**src/rtl/cpu_pkg.sv**
```systemverilog
// Shared encodings for the pipeline control slice: FSM states and stage indices.
package cpu_pkg;

  typedef enum logic [1:0] {
    ST_RUN    = 2'd0,
    ST_DRAIN  = 2'd1,
    ST_HALTED = 2'd2
  } state_t;

  localparam int STG_F = 0;
  localparam int STG_D = 1;
  localparam int STG_E = 2;

endpackage

```
**src/rtl/sat_counter.sv**
```systemverilog
// Saturating up-counter: holds at all-ones instead of wrapping.
module sat_counter #(
  parameter int CNT_W = 16
) (
  input  logic             clk,
  input  logic             reset,
  input  logic             clr,
  input  logic             inc,
  output logic [CNT_W-1:0] count
);

  localparam logic [CNT_W-1:0] ONE = 1;

  always_ff @(posedge clk or posedge reset) begin
    if (reset) begin
      count <= '0;
    end else if (clr) begin
      count <= '0;
    end else if (inc && (count != '1)) begin
      count <= count + ONE;
    end
  end

endmodule

```
**src/rtl/pipeline_controller.sv**
```systemverilog
// In-order pipeline control: load-use stall, taken-branch flush, halt/drain FSM
// and saturating cycle/retire/stall performance counters.
module pipeline_controller
  import cpu_pkg::*;
#(
  parameter int RA_W   = 3,
  parameter int STAGES = 5,
  parameter int CNT_W  = 16
) (
  input  logic              clk,
  input  logic              reset,
  input  logic [RA_W-1:0]   id_rs1,
  input  logic [RA_W-1:0]   id_rs2,
  input  logic              id_use1,
  input  logic              id_use2,
  input  logic              ex_load,
  input  logic              ex_wr_en,
  input  logic [RA_W-1:0]   ex_wr_reg,
  input  logic              br_taken,
  input  logic              halt_req,
  output logic              pc_en,
  output logic              fd_en,
  output logic              fd_flush,
  output logic              de_flush,
  output logic [STAGES-1:0] stage_valid,
  output logic              donebit,
  output logic [1:0]        state,
  output logic [CNT_W-1:0]  cyc_cnt,
  output logic [CNT_W-1:0]  ret_cnt,
  output logic [CNT_W-1:0]  stall_cnt
);

  state_t            state_q, state_d;
  logic [STAGES-1:1] vld_q, vld_d;
  logic              donebit_q;

  logic is_run, is_drain, is_halted;
  logic src_hit, stall_raw, br_eff, stall;

  // Encoding 3 is unreachable but behaves as HALTED.
  assign is_run    = (state_q == ST_RUN);
  assign is_drain  = (state_q == ST_DRAIN);
  assign is_halted = !is_run && !is_drain;

  // Load-use hazard; register 0 is an ordinary register here, so it can stall too.
  assign src_hit   = (id_use1 && (id_rs1 == ex_wr_reg)) ||
                     (id_use2 && (id_rs2 == ex_wr_reg));
  assign stall_raw = is_run && vld_q[STG_D] && vld_q[STG_E] &&
                     ex_load && ex_wr_en && src_hit;
  // A branch with no live instruction in E is stale and ignored.
  assign br_eff    = br_taken && vld_q[STG_E] && !is_halted;
  assign stall     = stall_raw && !br_eff;

  always_comb begin
    state_d  = state_q;
    pc_en    = 1'b0;
    fd_en    = 1'b0;
    fd_flush = 1'b0;
    de_flush = 1'b0;
    vld_d    = {vld_q[STAGES-2:1], is_run};
    case (state_q)
      ST_RUN: begin
        if (br_eff) begin
          pc_en        = 1'b1;
          fd_en        = 1'b1;
          fd_flush     = 1'b1;
          de_flush     = 1'b1;
          vld_d[STG_D] = 1'b0;
          vld_d[STG_E] = 1'b0;
        end else if (stall) begin
          de_flush     = 1'b1;
          vld_d[STG_D] = vld_q[STG_D];
          vld_d[STG_E] = 1'b0;
        end else if (halt_req && vld_q[STG_D]) begin
          // The halt instruction itself is squashed on its way into E.
          fd_flush     = 1'b1;
          de_flush     = 1'b1;
          vld_d[STG_D] = 1'b0;
          vld_d[STG_E] = 1'b0;
          state_d      = ST_DRAIN;
        end else begin
          pc_en = 1'b1;
          fd_en = 1'b1;
        end
      end
      ST_DRAIN: begin
        fd_flush     = 1'b1;
        vld_d[STG_D] = 1'b0;
        if (br_eff) begin
          de_flush     = 1'b1;
          vld_d[STG_E] = 1'b0;
        end
        if (vld_q[STAGES-1:STG_E] == '0) begin
          state_d = ST_HALTED;
        end
      end
      default: begin
        vld_d   = '0;
        state_d = ST_HALTED;
      end
    endcase
  end

  always_ff @(posedge clk or posedge reset) begin
    if (reset) begin
      state_q   <= ST_RUN;
      vld_q     <= '0;
      donebit_q <= 1'b0;
    end else begin
      state_q   <= state_d;
      vld_q     <= vld_d;
      donebit_q <= (state_d == ST_HALTED);
    end
  end

  assign stage_valid[STG_F]        = is_run;
  assign stage_valid[STAGES-1:1]   = vld_q;
  assign donebit                   = donebit_q;
  assign state                     = state_q;

  sat_counter #(.CNT_W(CNT_W)) u_cyc_cnt (
    .clk   (clk),
    .reset (reset),
    .clr   (1'b0),
    .inc   (!is_halted),
    .count (cyc_cnt)
  );

  sat_counter #(.CNT_W(CNT_W)) u_ret_cnt (
    .clk   (clk),
    .reset (reset),
    .clr   (1'b0),
    .inc   (vld_q[STAGES-1]),
    .count (ret_cnt)
  );

  sat_counter #(.CNT_W(CNT_W)) u_stall_cnt (
    .clk   (clk),
    .reset (reset),
    .clr   (1'b0),
    .inc   (stall),
    .count (stall_cnt)
  );

endmodule

```
**config.mk**
```make
export PLATFORM = sky130hd
export DESIGN_NAME = pipeline_controller
export DESIGN_NICKNAME = d
export VERILOG_FILES = /design/src/rtl/cpu_pkg.sv /design/src/rtl/sat_counter.sv /design/src/rtl/pipeline_controller.sv
export SDC_FILE = /design/constraint.sdc
export NUM_CORES = 1
export LEC_CHECK = 0
export BUFFER_PORTS_ARGS = -buffer_cell sky130_fd_sc_hd__buf_4
export CAP_MARGIN = 20
export CORE_MARGIN = 2
export CORE_UTILIZATION = 54
export DETAILED_ROUTE_END_ITERATION = 8
export PLACE_DENSITY_LB_ADDON = 0.3
export SLEW_MARGIN = 40
export SYNTH_ARGS = -nofsm -noshare
export SYNTH_HDL_FRONTEND = slang
export SYNTH_HIERARCHICAL = 1
export SYNTH_SLANG_ARGS = --single-unit
```
**constraint.sdc**
```tcl
create_clock -name clk -period 2.9 [get_ports clk]
set_input_delay 0.29 -clock clk [delete_from_list [all_inputs] [get_ports clk]]
set_output_delay 0.29 -clock clk [all_outputs]
set_load 0.03 [all_outputs]
```
### Word level (Yosys, flattened, before mapping)

Index checks and enable logic that the tools add are counted.

| word-level totals | value |
|---|---|
| flip-flop bits (word level) | 55 |
| input port bits | 17 |
| output and inout port bits | 60 |

| operators by class | value |
|---|---|
| add/sub/neg operators | 3 |
| equal/unequal tests | 8 |
| multiplexer cells | 23 |
| reduce and logical (&&, ||, !) cells | 23 |

Operators by type and width:

| operator | count |
|---|---|
| $add A16 B1 Y16 const B | 3 |
| $ne A16 B16 Y1 const B | 3 |
| $mux W2 | 8 |
| $logic_and A1 B1 Y1 | 15 |
| $mux W1 | 11 |
| $pmux W2 S2 | 2 |
| $eq A3 B3 Y1 | 2 |
| $logic_not A1 Y1 | 4 |
| $pmux W1 S2 | 2 |
| $logic_not A3 Y1 | 1 |
| $ne A3 B3 Y1 const B | 1 |
| $eq A2 B1 Y1 const B | 1 |
| $eq A2 B2 Y1 const B | 1 |
| $logic_not A2 Y1 | 1 |
| $reduce_or A2 Y1 | 1 |
| $logic_or A1 B1 Y1 | 1 |

### Longest topological paths before layout

| depth | value |
|---|---|
| depth in word-level cells | 11 |
| gate-level depth with buffers | 9 |

### Cells and area by module

Netlist, hierarchy kept.

Modules (own cells, without submodules):

| module | instances | cells an instance | area an instance (µm²) | seq. area each (µm²) |
|---|---|---|---|---|
| sat_counter | 3 | 101 | 932.1 | 400.4 |
| pipeline_controller | 1 | 51 | 451.7 | 175.2 |

### Least setup slack after synthesis

OpenSTA, ideal clock, no wires.

| path | value |
|---|---|
| path kind | reg2reg |
| from | register vld_q[1] (netlist bit) |
| to | register u_stall_cnt.count[13] |
| library setup time | 0.077 ns |
| data arrival time | 2.358 ns |
| required time | 2.823 ns |
| setup slack | 0.464 ns |
| stages on the path, launching flop included | 9 |
| buffers on the path | 1 |
| path through | dfrtp_1 > nand4_1 > a21oi_2 > and2b_1 > clkbuf_2 > nand3_1 > or4_4 > or4_1 > a21oi_1 |

| on the way | value |
|---|---|
| longest elaborated chain between the ends | 7 |

RTL lines:

| what | line | RTL |
|---|---|---|
| from (decl) | pipeline_controller.sv:34 | `logic [STAGES-1:1] vld_q, vld_d;` |
| from (signal assigned) | pipeline_controller.sv:111 | `vld_q <= vld_d;` |
| $logic_and A1 B1 Y1 (3 in a row) | pipeline_controller.sv:48 | `assign stall_raw = is_run && vld_q[STG_D] && vld_q[STG_E] &&` |
| $logic_and A1 B1 Y1 (2 in a row) | pipeline_controller.sv:49 | `ex_load && ex_wr_en && src_hit;` |
| $logic_and A1 B1 Y1 | pipeline_controller.sv:52 | `assign stall = stall_raw && !br_eff;` |
| named net stall | pipeline_controller.sv:38 | `logic src_hit, stall_raw, br_eff, stall;` |
| $logic_and A1 B1 Y1 | sat_counter.sv:19 | `end else if (inc && (count != '1)) begin` |
| to (signal assigned) | sat_counter.sv:20 | `count <= count + ONE;` |
| to (decl) | sat_counter.sv:9 | `output logic [CNT_W-1:0] count` |

The timed path passes the listed nets, and every way through them passes these cells.
A chain may end at the register's enable or synchronous reset.

### Worst setup path after layout

| path | value |
|---|---|
| from | register state_q[1] (netlist: state[1]) |
| to | register u_stall_cnt.count[13] |

| on the way | value |
|---|---|
| longest elaborated chain between the ends | 8 |

RTL lines:

| what | line | RTL |
|---|---|---|
| from (decl) | pipeline_controller.sv:33 | `state_t state_q, state_d;` |
| from (signal assigned) | pipeline_controller.sv:110 | `state_q <= state_d;` |
| $eq A2 B1 Y1 or $logic_not A2 Y1 (tied branches) | pipeline_controller.sv:42, pipeline_controller.sv:41 |  |
| $logic_not A1 Y1 or $logic_and A1 B1 Y1 (tied branches) | pipeline_controller.sv:43, pipeline_controller.sv:48 |  |
| $logic_and A1 B1 Y1, on equally long branches | pipeline_controller.sv:43, pipeline_controller.sv:48 |  |
| $logic_not A1 Y1 or $logic_and A1 B1 Y1 (tied branches) | pipeline_controller.sv:51, pipeline_controller.sv:48 |  |
| $logic_and A1 B1 Y1, on equally long branches | pipeline_controller.sv:51, pipeline_controller.sv:49 |  |
| $logic_not A1 Y1 or $logic_and A1 B1 Y1 (tied branches) | pipeline_controller.sv:52, pipeline_controller.sv:49 |  |
| $logic_and A1 B1 Y1 * | pipeline_controller.sv:52 |  |
| named net stall | pipeline_controller.sv:38 |  |
| $logic_and A1 B1 Y1 * | sat_counter.sv:19 |  |

The timed path passes the listed nets; every way through them passes the cells marked *.

==> impl_metrics.yaml <==
sta:
  setup_viol: 0
  fin_skew_ns: 0.00913
  drv_slew: 0
  period_share_pct: 85.8
  finalWorstSetupSlack_ns: 0.410
  rsz0062_at_grt: "false"
  slew_headroom_pct: 51.8
  fin_setup_tns_ns: 0
  finalHoldViolCount: 0
  fmax_mhz: 402
  period_needed_ns: 2.49
  worst_pin_slew_ns: 0.716
grt:
  grt_pass1_wl_um: 12300
  grtUsageTotal_pct: 23.3
  overflow: 0
  grt_pass1_vias: 2719
  grt_max_degree: 20
  grt_antenna_before_repair: 0
critical_path:
  crit_path_max_fanout: 8
  end_kind: "flip-flop"
  cp_num_buf_inv: 0
  cp.required_ns: 3.13
  cp.depth: 7
  cp-start-kind: "flip-flop"
  worstPathCellList: "nor2_2 > nand2_1 > and2b_1 > nand3_1 > or4_4 > or4_1 > a21oi_1"
  critPathTopFamily: "simple AND/OR/NAND/NOR gates"
  crit_arrival_ns: 2.72
  max_stage_delay_ns: 0.49
  critPathSlowestCell: "or4_4"
  reg2regPathDepth: 7
  worstSetupPathType: "flip-flop to flip-flop"
cells_and_area:
  layout.nets: 448
  area_growth_pct: 21.8
  n_fill_cell: 495
  multi_input_area_um2: 1740
  drive_above_1_share_pct: 24.7
  n_antenna_cell: 0
  regArea_um2: 1380
logic_synthesis:
  synth_enable_flop_cells: 0
  synth-main-ff-cell: "dfrtp_1"
  yosysWarningCount: 6
  synth-seq-cells: 55
  syn_avg_cell_area_um2: 9.18
  synth_common_cells: "dfrtp_1 (55), a21oi_1 (38), nand2_1 (27)"
  synthCells: 354
  async_flop_share_pct: 100
  syn_area_um2: 3250
  ys_seq_area_share_pct: 42.4
  yosysMostFrequentCell: "dfrtp_1"
  yosys.area.top_type: "dfrtp_1"
  synth_area_leaders: "dfrtp_1 (42%), a21oi_1 (5.9%), or4_1 (4.2%), nand3_1 (3.5%), o31ai_1 (3.5%)"
  yosysTopAreaCellShare_pct: 42.4
  ys_types: 39
power_and_ir_drop:
  powerDensity_nw_per_um2: 325
  p_seq_share_pct: 59.6
  irDropWorstVdd_mv: 0.231
  clock_power_share_pct: 35.6
  switching_power_mw: 0.277
  p_int_mw: 1.01
  p_leak_nw: 1.62
  p_comb_share_pct: 4.8
  swShare_pct: 21.6
detailed_routing:
  vias: 3107
  postRouteAntennaNets: 0
  wl_um: 7710
  firstDrtPassIters: 5
  via_per_inst: 6.16
  wl_per_cell_um: 15.3
  drc: 0
  drtIter0Drc: 213
floorplanning:
  fp.coreArea_um2: 5850
  dieArea_um2: 6650
  core.rowCount: 28
  die_x_um: 81.6
  die_h_um: 81.6
  io_pins: 77
  start_util_pct: 55.5
clock_tree:
  clkSlewWorstSetupHoldPaths_ns: 0.09
  cts_tree: "yes"
  clk_path_buf_depth: 2
  clk_latency_ns: 0.30
  clock-root-buffer: "clkbuf_8"
  cts_buffers: 5
  h-tree-depth: 2
  cts.sinks: 55
placement:
  globalplace.congestion: 0.902
  dpl.hpwl_um: 5490
  dp_slack_ns: 0.314
  io_buffers: 76
worst_hold_path:
  holdCritPathClass: "primary input to flip-flop"
  hold_path_depth: 3
flow_run:
  max_cap_violations: 0
run_status:
  status: "finished, final reports clean"
## cells by family (layout without fill, tap and decap cells)
family	count (synthesis)	in the layout	synth area share, %
flip-flops	55	55	42.4
AO/OA/AOI/OAI	86	86	16.2
XOR/XNOR	6	6	1.62
other	1	3	0.115
adder cells (fa/ha/maj)	3	3	1.16
AND/OR/NAND/NOR	168	168	31.4
multiplexers	9	9	3.00
buffers and inverters	26	99	4.16
## per-stage QoR
step	power [mW]	instance area (um^2)	hold slack [ns]	std cells	utilization (%)
floorplan	0.819	3260	0.0934	356	-
global placement	0.838	3840	0.265	495	65.7
detailed placement	0.840	3840	0.267	495	65.7
CTS	1.30	3960	0.342	504	67.6
global route	1.34	3960	0.354	504	67.6
finish	1.29	3960	0.361	504	67.6
## path summary, 6_finish.rpt
path | end | slack [ns] | start
setup / recovery | u_stall_cnt/count[13]$_DFFE_PP0P_ | 0.41 | state[1]$_DFF_PP0_
min in group asynchronous | state[0]$_DFF_PP0_ | 0.49 | reset
max in group asynchronous | u_ret_cnt/count[13]$_DFFE_PP0P_ | 1.82 | reset
setup reg to reg | u_stall_cnt/count[13]$_DFFE_PP0P_ | 0.41 | state[1]$_DFF_PP0_
hold reg to reg | vld_q[4]$_DFF_PP0_ | 0.54 | vld_q[3]$_DFF_PP0_
hold / removal | state[0]$_DFF_PP0_ | 0.36 | halt_req
## cell type report
class,instances,share of cell area [%]
Timing Repair Buffer,79,15.1
Sequential cell,55,34.8
Multi-Input combinational cell,275,44.1
Tap cell,75,2.37
Inverter,12,1.14
Clock buffer,8,2.53
## flip-flops by register name, indices dropped and copies added, names as in the netlist
signal and count:
donebit 1, state 2, u_cyc_cnt/count 16, u_ret_cnt/count 16
u_stall_cnt/count 16, vld_q 4
## per-layer routing
metal / global-route usage (%) / share of wire (%) / vias up
li1: - / - / 1512
met1: 30.8 / 44 / 1485
met2: 39.2 / 50 / 101
met3: 4.51 / 5.3 / 9
met4: 6.44 / 1.1 / 0
met5: 0 / 0 / -
## worst min-delay path, delay by kind of cell
family          cells  cell delay, ns
compound gates      1            0.09
buf+inv             1            0.12
simple gates        1            0.12
## power by group through the flow
stage	Clock (mW)	Combinational, mW	Sequential (mW)
after floorplan	0	0.0376	0.781
after global placement	0	0.0567	0.781
after detailed placement	0	0.0591	0.781
after CTS	0.472	0.0602	0.766
after global routing	0.500	0.0707	0.766
final	0.458	0.0620	0.766
## repair_timing
item,in CTS,in global routing
hold endpoints to repair,7,0
resized for setup,0,0
setup buffers,0,0
hold buffers,1,0
## layout by cell type (no fill, tap or decap), types with 10 or more instances in the layout
| cell type | instances |
|---|---|
| nand2_1 | 27 |
| nor2b_1 | 11 |
| nor3_1 | 13 |
| nor2_1 | 10 |
| or3_1 | 18 |
| o21ai_0 | 16 |
| buf_4 | 78 |
| a21oi_1 | 38 |
| dfrtp_1 | 55 |
| nand4_1 | 15 |
| or4_1 | 18 |
| o31ai_1 | 15 |
| nand3_1 | 23 |
| inv_1 | 12 |
(Power assumes the default switching activity.)
